--- config.mk ---
export PLATFORM = sky130hd
export DESIGN_NAME = see_merge_rr_flat
export DESIGN_NICKNAME = d
export VERILOG_FILES = /design/src/rtl/see_merge_rr_pkg.sv /design/src/rtl/see_merge_rr_if.sv /design/src/rtl/see_merge_rr_fifo.sv /design/src/rtl/see_merge_rr.sv /design/src/flat_wrapper.sv
export SDC_FILE = /design/constraint.sdc
export NUM_CORES = 1
export LEC_CHECK = 0
export CORE_AREA = 2 2 190 192
export CTS_CLUSTER_DIAMETER = 80
export DETAILED_ROUTE_END_ITERATION = 7
export DIE_AREA = 0 0 192 194
export PLACE_DENSITY_LB_ADDON = 0.08
export SLEW_MARGIN = 5
export SYNTH_ARGS = -nofsm -noshare
export SYNTH_HDL_FRONTEND = slang
export SYNTH_HIERARCHICAL = 1
export SYNTH_SLANG_ARGS = --single-unit
--- constraint.sdc ---
create_clock -name clk -period 11.7 [get_ports clk]
set_input_delay 2.34 -clock clk [delete_from_list [all_inputs] [get_ports clk]]
set_output_delay 2.34 -clock clk [all_outputs]
set_load 0.02 [all_outputs]
--- src/rtl/see_merge_rr_pkg.sv ---
// see_merge_rr_pkg: shared widths, channel index and status record for the N-channel merger
package see_merge_rr_pkg;
    localparam int MAX_CH_W = 8;
    localparam int MAX_LVL_W = 8;
    localparam int MAX_CNT_W = 32;
    typedef logic [MAX_CH_W-1:0] ch_idx_t;
    typedef struct packed {
        logic [MAX_LVL_W-1:0] lvl;
        logic [MAX_CNT_W-1:0] cnt;
    } ch_status_t;
    function automatic int ch_w(input int n);
        return n > 1 ? $clog2(n) : 1;
    endfunction
    function automatic int lvl_w(input int d);
        return $clog2(d) + 1;
    endfunction
    function automatic ch_status_t pack_status(input logic [MAX_LVL_W-1:0] lvl, input logic [MAX_CNT_W-1:0] cnt);
        return '{lvl: lvl, cnt: cnt};
    endfunction
endpackage

--- src/rtl/see_merge_rr_if.sv ---
// see_merge_rr_if: producer-side and consumer-side rdy/vld bundle of the merger
interface see_merge_rr_if
    import see_merge_rr_pkg::*;
#(
    parameter int NUM_CH = 3,
    parameter int DATA_W = 32
);
    localparam int CH_W = ch_w(NUM_CH);
    logic [NUM_CH-1:0] in_vld;
    logic [NUM_CH-1:0] in_rdy;
    logic [NUM_CH*DATA_W-1:0] in_data;
    logic out_vld;
    logic out_rdy;
    logic [DATA_W-1:0] out_data;
    logic [CH_W-1:0] out_ch;
    modport slave (input in_vld, in_data, out_rdy, output in_rdy, out_vld, out_data, out_ch);
    modport master (output in_vld, in_data, out_rdy, input in_rdy, out_vld, out_data, out_ch);
endinterface

--- src/rtl/see_merge_rr_fifo.sv ---
// see_merge_rr_fifo: per-channel synchronous FIFO with full/empty/level, push and pop in one cycle
module see_merge_rr_fifo
    import see_merge_rr_pkg::*;
#(
    parameter int DEPTH = 4,
    parameter int DATA_W = 32,
    parameter int LVL_W = lvl_w(DEPTH)
) (
    input  logic              clk,
    input  logic              rst,
    input  logic              push,
    input  logic [DATA_W-1:0] din,
    input  logic              pop,
    output logic [DATA_W-1:0] dout,
    output logic              full,
    output logic              empty,
    output logic [LVL_W-1:0]  lvl
);
    logic [DATA_W-1:0] mem [DEPTH];
    logic [LVL_W-2:0] wp, rp;
    logic wr, rd;
    assign full = lvl == LVL_W'(DEPTH);
    assign empty = lvl == '0;
    assign wr = push && !full;
    assign rd = pop && !empty;
    assign dout = mem[rp];
    always_ff @(posedge clk or posedge rst) begin
        if (rst) begin
            wp <= '0;
            rp <= '0;
            lvl <= '0;
        end else begin
            if (wr) wp <= wp + 1'b1;
            if (rd) rp <= rp + 1'b1;
            lvl <= lvl + LVL_W'(wr) - LVL_W'(rd);
        end
    end
    always_ff @(posedge clk)
        if (wr) mem[wp] <= din;
endmodule

--- src/rtl/see_merge_rr.sv ---
// see_merge_rr: N-channel rdy/vld merger, per-channel FIFOs, masked round-robin into one registered tagged stream
module see_merge_rr
    import see_merge_rr_pkg::*;
#(
    parameter int NUM_CH = 3,
    parameter int DATA_W = 32,
    parameter int FIFO_DEPTH = 4,
    parameter int CNT_W = 16,
    localparam int CH_W = ch_w(NUM_CH),
    localparam int LVL_W = lvl_w(FIFO_DEPTH)
) (
    input  logic                    clk,
    input  logic                    rst,
    see_merge_rr_if.slave           bus,
    input  logic [NUM_CH-1:0]       ch_en,
    input  logic                    cnt_clr,
    output logic [NUM_CH*LVL_W-1:0] fifo_lvl,
    output logic [NUM_CH*CNT_W-1:0] beat_cnt
);
    logic [NUM_CH-1:0] full, empty, elig, pop;
    logic [DATA_W-1:0] dout [NUM_CH];
    logic [CH_W-1:0] rr_ptr, gnt, och;
    logic [DATA_W-1:0] odata;
    logic load, ovld;
    genvar c;
    generate
        for (c = 0; c < NUM_CH; c++) begin : g_ch
            logic [CNT_W-1:0] cnt;
            see_merge_rr_fifo #(.DEPTH(FIFO_DEPTH), .DATA_W(DATA_W), .LVL_W(LVL_W)) u_fifo (
                .clk(clk), .rst(rst), .push(bus.in_vld[c]), .din(bus.in_data[c*DATA_W +: DATA_W]),
                .pop(pop[c]), .dout(dout[c]), .full(full[c]), .empty(empty[c]),
                .lvl(fifo_lvl[c*LVL_W +: LVL_W])
            );
            always_ff @(posedge clk or posedge rst) begin
                if (rst) cnt <= '0;
                else if (cnt_clr) cnt <= '0;
                else if (pop[c] && cnt != '1) cnt <= cnt + 1'b1;
            end
            assign beat_cnt[c*CNT_W +: CNT_W] = cnt;
        end
    endgenerate
    assign elig = ~empty & ch_en;
    assign load = (!ovld || bus.out_rdy) && |elig;
    assign pop = load ? NUM_CH'(1) << gnt : '0;
    // Descending scan so the smallest offset past rr_ptr is the last (winning) assignment
    always_comb begin
        gnt = rr_ptr;
        for (int i = NUM_CH; i >= 1; i--)
            if (elig[(int'(rr_ptr) + i) % NUM_CH]) gnt = CH_W'((int'(rr_ptr) + i) % NUM_CH);
    end
    always_ff @(posedge clk or posedge rst) begin
        if (rst) begin
            ovld <= 1'b0;
            odata <= '0;
            och <= '0;
            rr_ptr <= CH_W'(NUM_CH - 1);
        end else if (load) begin
            ovld <= 1'b1;
            odata <= dout[gnt];
            och <= gnt;
            rr_ptr <= gnt;
        end else if (bus.out_rdy) begin
            ovld <= 1'b0;
        end
    end
    assign bus.in_rdy = ~full;
    assign bus.out_vld = ovld;
    assign bus.out_data = odata;
    assign bus.out_ch = och;
endmodule
--- src/flat_wrapper.sv ---
// flat-port wrapper written by rule: the top's interface ports become plain ports
module see_merge_rr_flat import see_merge_rr_pkg::*;
#(
    parameter int NUM_CH = 3,
    parameter int DATA_W = 32,
    parameter int FIFO_DEPTH = 4,
    parameter int CNT_W = 16,
    localparam int CH_W = ch_w(NUM_CH),
    localparam int LVL_W = lvl_w(FIFO_DEPTH)
)
  (clk, rst, ch_en, cnt_clr, fifo_lvl, beat_cnt, bus_in_vld, bus_in_data, bus_out_rdy, bus_in_rdy, bus_out_vld, bus_out_data, bus_out_ch);
  see_merge_rr_if #(.NUM_CH(NUM_CH), .DATA_W(DATA_W)) bus_i ();
  input  logic clk;
  input  logic rst;
  input  logic [NUM_CH-1:0] ch_en;
  input  logic cnt_clr;
  output logic [NUM_CH*LVL_W-1:0] fifo_lvl;
  output logic [NUM_CH*CNT_W-1:0] beat_cnt;
  input wire logic [$bits(bus_i.in_vld)-1:0] bus_in_vld;
  input wire logic [$bits(bus_i.in_data)-1:0] bus_in_data;
  input wire logic [$bits(bus_i.out_rdy)-1:0] bus_out_rdy;
  output wire logic [$bits(bus_i.in_rdy)-1:0] bus_in_rdy;
  output wire logic [$bits(bus_i.out_vld)-1:0] bus_out_vld;
  output wire logic [$bits(bus_i.out_data)-1:0] bus_out_data;
  output wire logic [$bits(bus_i.out_ch)-1:0] bus_out_ch;
  assign bus_i.in_vld = bus_in_vld;
  assign bus_i.in_data = bus_in_data;
  assign bus_i.out_rdy = bus_out_rdy;
  assign bus_in_rdy = bus_i.in_rdy;
  assign bus_out_vld = bus_i.out_vld;
  assign bus_out_data = bus_i.out_data;
  assign bus_out_ch = bus_i.out_ch;
  see_merge_rr #(.NUM_CH(NUM_CH), .DATA_W(DATA_W), .FIFO_DEPTH(FIFO_DEPTH), .CNT_W(CNT_W)) u_core (.clk(clk), .rst(rst), .bus(bus_i), .ch_en(ch_en), .cnt_clr(cnt_clr), .fifo_lvl(fifo_lvl), .beat_cnt(beat_cnt));
endmodule
==> results of run 1 <==
[routing by layer]
layer / global-route usage, % / part of all wire [%] / up-vias
met5: 0 / 0 / -
met2: 38.1 / 47 / 419
met4: 6.22 / 1.8 / 0
met3: 3.67 / 7.1 / 49
met1: 37.7 / 44 / 6016
li1: - / - / 5250
[flip-flops by register name (all words and copies together), names as in the netlist]
| signal | flops |
|---|---|
| u_core/bus.out_ch | 1 |
| u_core/bus.out_data | 32 |
| u_core/bus.out_vld | 1 |
| u_core/g_ch.cnt | 48 |
| u_core/g_ch.u_fifo/lvl | 9 |
| u_core/g_ch.u_fifo/mem | 384 |
| u_core/g_ch.u_fifo/rp | 6 |
| u_core/g_ch.u_fifo/wp | 6 |
| u_core/rr_ptr | 2 |
[where the power goes]
group	switching, mW	internal (mW)	total (mW)
sequential	0.191	2.28	2.47
clock	0.637	0.931	1.57
combinational	1.38	0.958	2.34
total	2.21	4.17	6.38
[final cells by class]
class	instances	area, µm²	share of cell area [%]
antenna	2	5.00	0.0201
clock buffer	67	1370	5.49
clock inverter	25	263	1.06
inverter	67	253	1.02
multi-input combinational	591	6060	24.4
sequential	489	14200	57.0
tap	461	577	2.32
timing repair buffer	224	2180	8.76
[cell families (layout without fill, tap and decap cells)]
| kind of cell | Yosys count | after routing |
|---|---|---|
| flip-flops | 489 | 489 |
| AND/OR/NAND/NOR | 275 | 275 |
| multiplexers | 151 | 151 |
| buffers and inverters | 133 | 383 |
| AO/OA/AOI/OAI | 125 | 125 |
| adder cells (fa/ha/maj) | 28 | 28 |
| XOR/XNOR | 12 | 12 |
| other | 0 | 2 |
[metrics by stage]
step | utilization, % | total power, mW
2_1_floorplan | - | 4.16
3_3_place_gp | 66.0 | 4.79
3_5_place_dp | 66.0 | 4.85
4_1_cts | 70.6 | 6.43
5_1_grt | 70.6 | 6.68
6_report | 70.6 | 6.38
[layout by cell type (no fill, tap or decap), drive strengths merged, types with 4 or more instances in the layout]
cell,instances
buf,25
clkbuf,67
xnor2,11
ha,25
mux2,20
nor3b,4
bufinv,5
clkdlybuf4s50,199
nand4,20
or3,9
edfxtp,384
inv,68
nand4bb,8
nand2b,17
dfrtp,104
and3b,12
mux2i,35
o211ai,7
mux4,96
nor2,38
a211oi,4
nor3,15
nor4,13
clkinv,19
nand2,49
a21oi,30
o221ai,32
nand3,21
o21ai,13
nor2b,22
and3,8
or4,17
o31ai,18
[worst paths after layout]
| path | to | depth (start not counted) |
|---|---|---|
| hold reg to reg | u_core/bus.out_data[16]$_DFFE_PP0P_ | 2 |
| setup reg to reg | u_core/g_ch[2].u_fifo/lvl[2]$_DFF_PP0_ | 17 |
| min in group asynchronous | u_core/g_ch[2].u_fifo/rp[0]$_DFFE_PP0P_ | 2 |
| hold / removal | u_core/bus.out_data[16]$_DFFE_PP0P_ | 2 |
| max in group asynchronous | u_core/g_ch[2].cnt[5]$_DFFE_PP0P_ | 3 |
| setup / recovery | u_core/g_ch[2].u_fifo/lvl[2]$_DFF_PP0_ | 17 |
[worst reg2reg max path, cell delays in order (launching register included)]
cell and delay [ns]:
dfrtp_1 0.51, nor3_1 0.69, and2b_2 0.38, a211oi_1 0.28, a21o_2 0.20, o31ai_4 0.06, buf_4 0.27, or3_2 0.97
inv_1 0.22, o31ai_1 0.12, inv_1 0.08, ha_1 0.22, inv_1 0.06, ha_1 0.12, inv_1 0.05, fa_1 0.38
xnor2_1 0.15, xnor2_1 0.13
==> flow_metrics.env, run 1 <==
export IMPL_outcome="complete, no violations"
export IMPL_initial_core_util_pct=59.5
export IMPL_viasPerCell=6.09
export IMPL_finClkSkew_ns=0.0198
export IMPL_placed_area_um2=23200
export IMPL_design_area_um2=24900
export IMPL_num_vias=11700
export IMPL_core_rowCount=69
export IMPL_fmax_ghz=0.159
export IMPL_yosys_top_cells_count="384 x edfxtp_1, 104 x dfrtp_1, 88 x mux4_2"
export IMPL_slew_headroom_pct=32.2
export IMPL_drv_slew=0
export IMPL_ys_async_sr_fraction_pct=21.5
export IMPL_tightest_slew_ns=1.02
export IMPL_cts_sinks=489
export IMPL_cts_resized=0
export IMPL_synthesis_nets=1347
export IMPL_first_pass_iters=5
export IMPL_grt_setup_unrepaired="false"
export IMPL_end_kind="register"
export IMPL_post_cts_buffers=0
export IMPL_ys_ff_latch=489
export IMPL_antenna_left=0
export IMPL_clockBufferDepth=3
export IMPL_synth_top_family_by_area="multiplexers"
export IMPL_synth_adder_area_share_pct=1.78
export IMPL_powerDensity_nw_per_um2=257
export IMPL_ys_seq_area_share_pct=67.6
export IMPL_setup_viol=0
export IMPL_r2r_start="u_core/g_ch[2].u_fifo/lvl[1]$_DFF_PP0_"
export IMPL_synthCells=1213
export IMPL_grt_pass1_vias=11500
export IMPL_cp_num_buf_inv=6
export IMPL_fin_crit_ns=6.30
export IMPL_hpwlAfterDp_um=28900
export IMPL_cts_reportedPaths_clkPinSlew_ns=0.06
export IMPL_grt_pass1_wl_um=69100
export IMPL_maxCapViolCount=0
export IMPL_r2r_setup_slack_ns=6.69
export IMPL_core_area_um2=35200
export IMPL_synth_distinct_cells=79
export IMPL_critPathSlowestCell="or3_2"
export IMPL_yosysWarnings=6
export IMPL_synth_area_um2=21000
export IMPL_cp_common_cell="inv_1"
export IMPL_root_buffer="clkbuf_16"
export IMPL_path_cells="clkdlybuf4s50_1 -> or3b_1 -> a211o_1 -> a21o_2 -> o31ai_4 -> buf_4 -> or3_2 -> inv_1 -> o31ai_1 -> inv_1 -> ha_1 -> inv_1 -> ha_1 -> inv_1 -> fa_1 -> xnor2_1 -> xnor2_1"
export IMPL_drt_initial_drc_count=968
export IMPL_synthMostInstantiatedCell="edfxtp_1"
export IMPL_cts_buffers=50
export IMPL_holdWs_ns=0.494
export IMPL_cp_startpoint="ch_en[0]"
export IMPL_grt_max_degree=71
export IMPL_finalHoldViolCount=0
export IMPL_irDropWorstVdd_mv=0.160
export IMPL_fill_cells=2302
export IMPL_power_leakage_nw=8.80
export IMPL_place_ws_ns=4.84
export IMPL_place_inst=1832
export IMPL_ys_flop_type="edfxtp_1"
export IMPL_track_usage_pct=24.7
export IMPL_drc_errors=0
export IMPL_synthMuxAreaShare_pct=13.2
export IMPL_worstPathArrival_ns=6.74
export IMPL_antenna_found_initial=2
export IMPL_hold_path_class="reg2reg"
export IMPL_chipWidth_um=192
export IMPL_crit_family="buffers and inverters"
export IMPL_avgSynthCellArea_um2=17.3
export IMPL_cp_slowest_stage_delay_ns=0.87
export IMPL_cp_start_kind="input pin"
export IMPL_cts_tree="built"
export IMPL_synth_edff_count=384
export IMPL_globalplace_congestion=0.846
export IMPL_criticalPathCategory="in2reg"
export IMPL_io_buffers=200
export IMPL_ios=201
export IMPL_synth_compound_area_share_pct=5.45
export IMPL_routed_wl_um=45000
export IMPL_tns_ns=0
export IMPL_instances_no_fill=1926
export IMPL_post_route_period_util_pct=53.8
export IMPL_dieArea_um2=37200
export IMPL_worst_slack_ns=5.40
export IMPL_path_max_fanout=53
export IMPL_synth_top_cell_area_share_pct=55.0
export IMPL_wl_per_cell_um=23.4
export IMPL_cts_hold_buffers=0
export IMPL_synth_largest_area_cell="edfxtp_1"
export IMPL_overflow=0
export IMPL_area_growth_pct=18.7
export IMPL_yosys_area_share_simple_pct=7.90
export IMPL_final_nets=1557
export IMPL_cp_required_ns=12.15
export IMPL_min_from="u_core/bus.out_data[16]$_DFFE_PP0P_"
export IMPL_htree_levels=2
export IMPL_insertion_delay_ns=0.58
export IMPL_synthTopCellsByArea="edfxtp_1 55%, dfrtp_1 12%, mux4_2 9.5%"
export IMPL_synth_xor_area_share_pct=0.502
export IMPL_die_h_um=194
export IMPL_drive_above_1_share_pct=17.6
Note: power is estimated with default switching activity, not from simulation.
==> inputs of run 2 (changes only) <==
Settings changed: CORE_AREA 2 2 190 192 to 2 2 204 206, DIE_AREA 0 0 192 194 to 0 0 206 208.
Clock period 11.7 ns to 5.1 ns, I/O delays scaled along.
==> run 2 against run 1 <==
Effect of this change: global-route usage down 2.4 points; critical path depth is 1 lower; clock skew increased by 0.0077 ns; cell count grew 4.1%; clock-buffer cell count rose by 9; setup slack worse by 4.4 ns; die area rose by 15%; sequential share of layout area decreased by 0.17 points; via count fell by 0.27%; core utilization shrank 9.1 points; total power grew 130%; critical endpoint unchanged.
==> flow_metrics.env, run 2 (synthesis gave the netlist of run 1 again) <==
export IMPL_clockBufferDepth=3
export IMPL_path_max_fanout=9
export IMPL_chipWidth_um=206
export IMPL_worstPathArrival_ns=4.55
export IMPL_most_common_layout_cells="384 x edfxtp_1, 199 x clkdlybuf4s50_1, 100 x dfrtp_1"
export IMPL_finalHoldViolCount=0
export IMPL_initial_core_util_pct=51.7
export IMPL_cp_start_kind="register"
export IMPL_grt_setup_unrepaired="false"
export IMPL_globalplace_congestion=0.817
export IMPL_io_buffers=200
export IMPL_criticalPathCategory="reg2reg"
export IMPL_setup_viol=0
export IMPL_final_common_cell="edfxtp_1"
export IMPL_routed_wl_um=46900
export IMPL_die_h_um=208
export IMPL_r2r_setup_slack_ns=1.00
export IMPL_drt_initial_drc_count=962
export IMPL_cts_hold_buffers=0
export IMPL_irDropWorstVdd_mv=0.363
export IMPL_fin_crit_ns=4.10
export IMPL_first_pass_iters=5
export IMPL_largest_register_ffs=384
export IMPL_core_rowCount=74
export IMPL_insertion_delay_ns=0.60
export IMPL_placed_area_um2=23400
export IMPL_powerDensity_nw_per_um2=586
export IMPL_design_area_um2=24900
export IMPL_final_nets=1561
export IMPL_grt_pass1_vias=11800
export IMPL_htree_levels=2
export IMPL_drc_errors=0
export IMPL_fill_cells=3047
export IMPL_drv_slew=0
export IMPL_cts_tree="built"
export IMPL_area_growth_pct=19.0
export IMPL_dieArea_um2=42800
export IMPL_antenna_left=0
export IMPL_cts_reportedPaths_clkPinSlew_ns=0.06
export IMPL_drive_above_1_share_pct=17.6
export IMPL_post_route_period_util_pct=80.3
export IMPL_core_area_um2=40600
export IMPL_grt_pass1_wl_um=71900
export IMPL_root_buffer="clkbuf_16"
export IMPL_finClkSkew_ns=0.0276
export IMPL_cp_required_ns=5.55
export IMPL_ios=201
export IMPL_maxCapViolCount=0
export IMPL_grt_max_degree=52
export IMPL_power_leakage_nw=8.78
export IMPL_viasPerCell=5.84
export IMPL_cts_buffers=50
export IMPL_top_register="u_core/g_ch.u_fifo/mem"
export IMPL_overflow=0
export IMPL_cts_sinks=489
export IMPL_cts_resized=0
export IMPL_fmax_ghz=0.244
export IMPL_hpwlAfterDp_um=31300
export IMPL_slew_headroom_pct=25.3
export IMPL_end_kind="register"
export IMPL_wl_per_cell_um=23.4
export IMPL_tns_ns=0
export IMPL_antenna_found_initial=6
export IMPL_tightest_slew_ns=1.12
export IMPL_outcome="complete, no violations"
export IMPL_hold_path_class="reg2reg"
export IMPL_post_cts_buffers=0
export IMPL_track_usage_pct=22.3
export IMPL_num_vias=11700
==> run 2: cell types whose count changed in the layout (fill, tap and decap cells not counted), sizes merged <==
cell,change
clkbuf,+9
clkinv,-5
buf,+4
bufinv,-4
diode,+2
clkinvlp,+1
inv,+1
==> run 2: path summary, 6_finish.rpt <==
kind,from,endpoint,cells after the start
max,u_core/g_ch[2].u_fifo/lvl[1]$_DFF_PP0_,u_core/g_ch[2].u_fifo/lvl[2]$_DFF_PP0_,16
min,u_core/bus.out_ch[1]$_DFFE_PP0P_,u_core/bus.out_ch[1]$_DFFE_PP0P_,2
max reg2reg,u_core/g_ch[2].u_fifo/lvl[1]$_DFF_PP0_,u_core/g_ch[2].u_fifo/lvl[2]$_DFF_PP0_,16
min reg2reg,u_core/bus.out_ch[1]$_DFFE_PP0P_,u_core/bus.out_ch[1]$_DFFE_PP0P_,2
max in group asynchronous,rst,u_core/bus.out_data[8]$_DFFE_PP0P_,3
min in group asynchronous,rst,u_core/g_ch[1].u_fifo/rp[1]$_DFFE_PP0P_,2
==> run 2: area by class of cell <==
type	count	area, µm²	area share, %
clock buffers	76	1410	5.65
diodes	4	10.0	0.0401
repair buffers	228	2220	8.90
inverters	67	253	1.01
flip-flops and latches	489	14200	56.8
well taps	532	666	2.67
multi-input cells	591	6060	24.3
clock inverters	18	158	0.632
==> run 2: worst max-delay path: stages, from the launching register on <==
cell	delay, ns
dfrtp_1	0.52
nor3_1	0.55
and2b_2	0.36
a211oi_1	0.30
a21o_2	0.20
o31ai_4	0.07
or3_2	0.51
inv_1	0.10
o31ai_1	0.10
inv_1	0.09
ha_1	0.22
inv_1	0.06
ha_1	0.12
inv_1	0.05
fa_1	0.40
xnor2_1	0.16
xnor2_1	0.13
==> run 2: per-layer routing <==
layer / track usage [%] / wire length [µm] / up-vias
li1: - / - / 5258
met1: 33.6 / 21000 / 6024
met2: 33.3 / 21800 / 357
met3: 4.21 / 3220 / 59
met4: 6.72 / 922 / 4
met5: 0 / 30 / -
==> run 2: metrics by stage <==
step	util (%)	power, mW	hold WS [ns]	worst slack, ns	std cells
global route	61.5	15.4	0.505	0.776	2003
CTS	61.5	14.8	0.490	0.954	2001
detailed placement	57.6	11.3	0.474	0.635	1907
global placement	57.6	11.2	0.470	0.752	1907
finish	61.5	14.6	0.489	1.00	2005
floorplan	-	9.54	0.508	1.21	1213
==> run 2: power by group <==
group	internal, mW	leakage [nW]	switching [mW]
combinational	2.24	3.15	3.04
clock	1.97	0.760	1.50
sequential	5.23	4.87	0.636
==> RTL edit 1 (config.mk and constraints of run 2) <==
`DATA_W` is set to 32 in 4 places; all go to 28.
--- a/src/rtl/see_merge_rr_if.sv
+++ b/src/rtl/see_merge_rr_if.sv
@@ -3,7 +3,7 @@
     import see_merge_rr_pkg::*;
 #(
     parameter int NUM_CH = 3,
-    parameter int DATA_W = 32
+    parameter int DATA_W = 28
 );
     localparam int CH_W = ch_w(NUM_CH);
     logic [NUM_CH-1:0] in_vld;
--- a/src/rtl/see_merge_rr_fifo.sv
+++ b/src/rtl/see_merge_rr_fifo.sv
@@ -3,7 +3,7 @@
     import see_merge_rr_pkg::*;
 #(
     parameter int DEPTH = 4,
-    parameter int DATA_W = 32,
+    parameter int DATA_W = 28,
     parameter int LVL_W = lvl_w(DEPTH)
 ) (
     input  logic              clk,
--- a/src/rtl/see_merge_rr.sv
+++ b/src/rtl/see_merge_rr.sv
@@ -3,7 +3,7 @@
     import see_merge_rr_pkg::*;
 #(
     parameter int NUM_CH = 3,
-    parameter int DATA_W = 32,
+    parameter int DATA_W = 28,
     parameter int FIFO_DEPTH = 4,
     parameter int CNT_W = 16,
     localparam int CH_W = ch_w(NUM_CH),
--- a/src/flat_wrapper.sv
+++ b/src/flat_wrapper.sv
@@ -2,7 +2,7 @@
 module see_merge_rr_flat import see_merge_rr_pkg::*;
 #(
     parameter int NUM_CH = 3,
-    parameter int DATA_W = 32,
+    parameter int DATA_W = 28,
     parameter int FIFO_DEPTH = 4,
     parameter int CNT_W = 16,
     localparam int CH_W = ch_w(NUM_CH),
Ports: changed (resized bus_in_data and bus_out_data); port bits go from 201 to 185. No check against the original RTL was run, so the function may have changed too.
==> RTL edit 1 against run 2 <==
  * Design area fell by 12%
  * Cell count fell by 9.7%
  * Synthesized area fell by 13%
  * Routed wire length fell by 11%
  * Combinational power fell by 21%
  * Via count fell by 12%
  * Power fell by 14%
  * Sequential cell count fell by 52
  * Clock skew fell by 1.5 ps
  * Count of clock-buffer cells in the layout fell by 15
  * Setup slack improved by 24 ps
==> RTL edit 1: results (changes against run 2) <==
Outcome
  – Run status: completed

Global routing
  – Antenna violations before repair: 3 (-3)
  – Vias in the first global route: 10.1k (-14%)
  – Maximum number of pins on one net before global-route repair: 64 (+23%)

Power and ir drop
  – Lkg Pwr: 7.60 nW (-13%)
  – Worst VDD drop: 0.262 mV (-28%)
  – Sequential cell fraction of total power: 0.415 (+0.014)
  – Net Sw Power: 4.26 mW (-18%)

Logic synthesis
  – Number of flops mapped to enable cells by yosys: 336 (-13%)
  – Fraction of synthesized cell area in xor and xnor cells: 0.00720 (+0.00218)
  – Synth top cells by count: sky130_fd_sc_hd__edfxtp_1 (336), sky130_fd_sc_hd__dfrtp_1 (100), sky130_fd_sc_hd__mux4_2 (84)
  – Adder-Cell Fraction of Synth Area: 0.0204 (+0.00264)
  – Cell count after synthesis: 1,039 (-14%)
  – Yosys warning total: 6 (unchanged)
  – Cells taking the most area after synthesis: sky130_fd_sc_hd__edfxtp_1 (55%), sky130_fd_sc_hd__dfrtp_1 (14%), sky130_fd_sc_hd__mux4_2 (10%)
  – Synth cell types: 68 (-14%)
  – Number of nets produced by synthesis: 1,161 (-14%)
  – Seq/Total Area, Yosys: 0.691 (+0.0158)
  – Fraction of the mapped netlist area in compound gates: 0.0658 (+0.0112)
  – Mux contribution to synthesized area: 0.113 (-0.0193)

Place
  – RePlAce Congestion: 0.800 (-2.0%)
  – Port Buffer Count: 184 (-8.0%)
  – HPWL after DPL: 27,400 um (-12%)
  – Placed cell areas: 20,600 sq um (-12%)
  – Dpl ws: 511 ps (-124 ps)

Routing
  – Average wire per standard cell: 23.0 um (-1.9%)
  – Drt first-iter violations: 966 (+0.42%)
  – Post-detailed-route via-to-cell ratio: 5.70 (-2.4%)

Setup path
  – Reg-to-reg critical path endpoint: u_core/g_ch[0].u_fifo/lvl[2]$_DFF_PP0_
  – Worst reg2reg path depth: 15 (-1)
  – Slowest stage cell, crit path: sky130_fd_sc_hd__nor4bb_1
  – Worst endpoint data arrival time: 4520 ps (-30 ps)
  – Setup slack on the worst flop-to-flop path: 1050 ps (+50 ps)

Final layout
  – Finished Layout Cells: 1,810 (-9.7%)
  – Number of flip-flops in the largest register: 336 (-13%)
  – Fraction of final layout cells sized beyond drive strength 1: 0.161 (-0.0149)
  – Total Nets Final: 1,363 (-13%)

Timing
  – Min Hold Slack: 506 ps (+17.0 ps)
  – Relative slew slack: 0.315 (+0.0612)

Clocking
  – Number of buffers created by CTS: 46 (-8.0%)
[RTL edit 1: cell count changes after synthesis, sizes merged, moves of 12 or more]
cell and change:
inv -30, nand2 -27, a221o +28, mux4 -12
mux2i -33, edfxtp -48, a32o +27, buf -13
o221ai -32
[RTL edit 1: layout make-up]
class / instances / area (sq um)
Sequential cell: 437 / 12600
Antenna cell: 2 / 5.00
Clock buffer: 61 / 1240
Inverter: 37 / 140
Multi-Input combinational cell: 517 / 5210
Timing Repair Buffer: 202 / 1970
Fill cell: 3293 / 18500
Tap cell: 532 / 666
Clock inverter: 22 / 200
[RTL edit 1: layer usage]
layer | wire length (um) | global-route usage | up-vias
li1 | - | - | 4633
met1 | 20000 | 0.318 | 5306
met2 | 18200 | 0.274 | 317
met3 | 2660 | 0.0378 | 55
met4 | 718 | 0.0485 | 2
met5 | 12 | 0 | -
[RTL edit 1: how the worst max path moves through the flow]
stage,start,end,slack [ps],cells after the start
6_report,ch_en[1],u_core/g_ch[0].u_fifo/lvl[2]$_DFF_PP0_,1030,15
5_1_grt,u_core/g_ch[2].u_fifo/lvl[1]$_DFF_PP0_,u_core/g_ch[0].u_fifo/lvl[2]$_DFF_PP0_,700,15
4_1_cts,u_core/g_ch[2].u_fifo/lvl[1]$_DFF_PP0_,u_core/g_ch[0].u_fifo/lvl[2]$_DFF_PP0_,1080,15
3_5_place_dp,ch_en[1],u_core/g_ch[0].u_fifo/lvl[2]$_DFF_PP0_,510,15
3_3_place_gp,ch_en[2],u_core/g_ch[0].u_fifo/lvl[2]$_DFF_PP0_,630,15
2_1_floorplan,ch_en[1],u_core/g_ch[2].u_fifo/lvl[2]$_DFF_PP0_,1210,15
==> RTL edit 2 (settings of run 2) <==
Made on the original files. Make the reset (`rst`) synchronous in 3 clocked blocks.
--- a/src/rtl/see_merge_rr_fifo.sv
+++ b/src/rtl/see_merge_rr_fifo.sv
@@ -24,7 +24,7 @@
     assign wr = push && !full;
     assign rd = pop && !empty;
     assign dout = mem[rp];
-    always_ff @(posedge clk or posedge rst) begin
+    always_ff @(posedge clk) begin
         if (rst) begin
             wp <= '0;
             rp <= '0;
--- a/src/rtl/see_merge_rr.sv
+++ b/src/rtl/see_merge_rr.sv
@@ -31,7 +31,7 @@
                 .pop(pop[c]), .dout(dout[c]), .full(full[c]), .empty(empty[c]),
                 .lvl(fifo_lvl[c*LVL_W +: LVL_W])
             );
-            always_ff @(posedge clk or posedge rst) begin
+            always_ff @(posedge clk) begin
                 if (rst) cnt <= '0;
                 else if (cnt_clr) cnt <= '0;
                 else if (pop[c] && cnt != '1) cnt <= cnt + 1'b1;
@@ -48,7 +48,7 @@
         for (int i = NUM_CH; i >= 1; i--)
             if (elig[(int'(rr_ptr) + i) % NUM_CH]) gnt = CH_W'((int'(rr_ptr) + i) % NUM_CH);
     end
-    always_ff @(posedge clk or posedge rst) begin
+    always_ff @(posedge clk) begin
         if (rst) begin
             ovld <= 1'b0;
             odata <= '0;
Check against the original RTL: differs if rst is asserted again (counterexample within 4 cycles, from zero or initial values and one cycle with rst high); with rst held inactive, the same outputs for 4 cycles.
==> RTL edit 2 against run 2 <==
  * Via count decreased by 5.2%
  * Highest routed layer is now met4
  * Synthesized area decreased by 4.5%
  * Setup slack improved by 75 ps
  * Count of clock-buffer cells in the layout decreased by 8
  * First-iteration DRC count decreased by 3.4%
  * Routed wire length decreased by 8.6%
  * Power decreased by 19%
  * Largest power group unchanged
  * Sequential cell count increased by 6
  * Design area decreased by 3.3%
  * Critical path depth unchanged
  * Worst hold slack got worse by 15 ps
==> RTL edit 2: results (changes against run 2) <==
Final layout
  – Filler cell count: 3,080 (+1.1%)
  – Diode insertion count for antenna repair: 1 (-3)
  – Clock network area share: 0.0691 (+0.00632)
  – Fraction of final layout cells sized beyond drive strength 1: 0.159 (-0.0177)
  – Layout clock buffers: 68 (-11%)
  – Number of non-clock buffers in the layout: 225 (-1.3%)
  – Fraction of area in multi-input gates: 0.236 (-0.00707)
  – Number of combinational gates with multiple inputs: 596 (+0.85%)

Routing
  – Post-detailed-route via-to-cell ratio: 5.60 (-4.1%)
  – Drt first-iter violations: 929 (-3.4%)

Setup path
  – Slowest stage cell, crit path: sky130_fd_sc_hd__ha_1
  – Family with the most delay on the worst path: adder cells
  – Worst Path Max Fanout: 14 (+5)
  – Crit path largest cell delay: 580 ps (+30 ps)

Logic synthesis
  – Synth cell types: 74 (-6.3%)
  – Async set-or-reset flop fraction in the synthesized netlist: 0 (-0.215)
  – Synth top cells by count: sky130_fd_sc_hd__edfxtp_1 (384), sky130_fd_sc_hd__dfxtp_1 (111), sky130_fd_sc_hd__mux4_2 (94)
  – Cells taking the most area after synthesis: sky130_fd_sc_hd__edfxtp_1 (58%), sky130_fd_sc_hd__dfxtp_1 (11%), sky130_fd_sc_hd__mux4_2 (11%)

Global routing
  – First-pass GRT wire length: 65,000 um (-9.6%)
  – Vias in the first global route: 10.9k (-7.2%)
  – Maximum number of pins on one net before global-route repair: 43 (-17%)

Power and ir drop
  – Net Sw Power: 3.57 mW (-31%)
  – Lkg Pwr: 7.88 nW (-10%)
  – Worst VDD drop: 0.267 mV (-26%)
  – Part of the total power dissipated in combinational logic: 0.265 (-0.096)

Clocking
  – Sinks on Clock Net: 495 (+1.2%)

Outcome
  – Run status: completed

Timing
  – Relative slew slack: 0.271 (+0.0178)
  – Worst clock skew: 12.6 ps (-14.9 ps)
-- RTL edit 2: worst paths after layout --
path	from	endpoint	slack, ps	cells past startpoint
min	u_core/bus.out_data[2]$_SDFFE_PP0P_	u_core/bus.out_data[2]$_SDFFE_PP0P_	470	2
max reg2reg	u_core/rr_ptr[0]$_SDFFE_PP0P_	u_core/g_ch[0].u_fifo/lvl[2]$_SDFF_PP0_	1080	16
min reg2reg	u_core/bus.out_data[2]$_SDFFE_PP0P_	u_core/bus.out_data[2]$_SDFFE_PP0P_	470	2
max	u_core/rr_ptr[0]$_SDFFE_PP0P_	u_core/g_ch[0].u_fifo/lvl[2]$_SDFF_PP0_	1080	16
-- RTL edit 2: routing by layer --
| layer | routed length, um | global-route usage |
|---|---|---|
| met1 | 20300 | 0.305 |
| met5 | 0 | 0 |
| met4 | 782 | 0.0559 |
| met3 | 2090 | 0.0359 |
| met2 | 19700 | 0.300 |
-- RTL edit 2: through the flow --
| stage | power [mW] | instances | cell area [sq um] |
|---|---|---|---|
| finish | 11.8 | 1983 | 24100 |
| global route | 12.3 | 1983 | 24100 |
| CTS | 11.9 | 1982 | 24100 |
| detailed placement | 8.23 | 1886 | 22400 |
| global placement | 8.18 | 1886 | 22400 |
| floorplan | 7.23 | 1183 | 20000 |
-- RTL edit 2: cells by family (layout without fill, tap and decap cells) --
logic type / count (synthesis) / count (layout) / synth area share
DFF: 495 / 495 / 0.687
muxes: 138 / 138 / 0.129
adders and majority gates: 28 / 28 / 0.0186
other: 0 / 1 / 0
AOI/OAI and AO/OA: 191 / 191 / 0.0651
and+or+nand+nor: 230 / 230 / 0.0667
xor gates and xnor gates: 9 / 9 / 0.00394
buffers and inverters: 92 / 359 / 0.0292
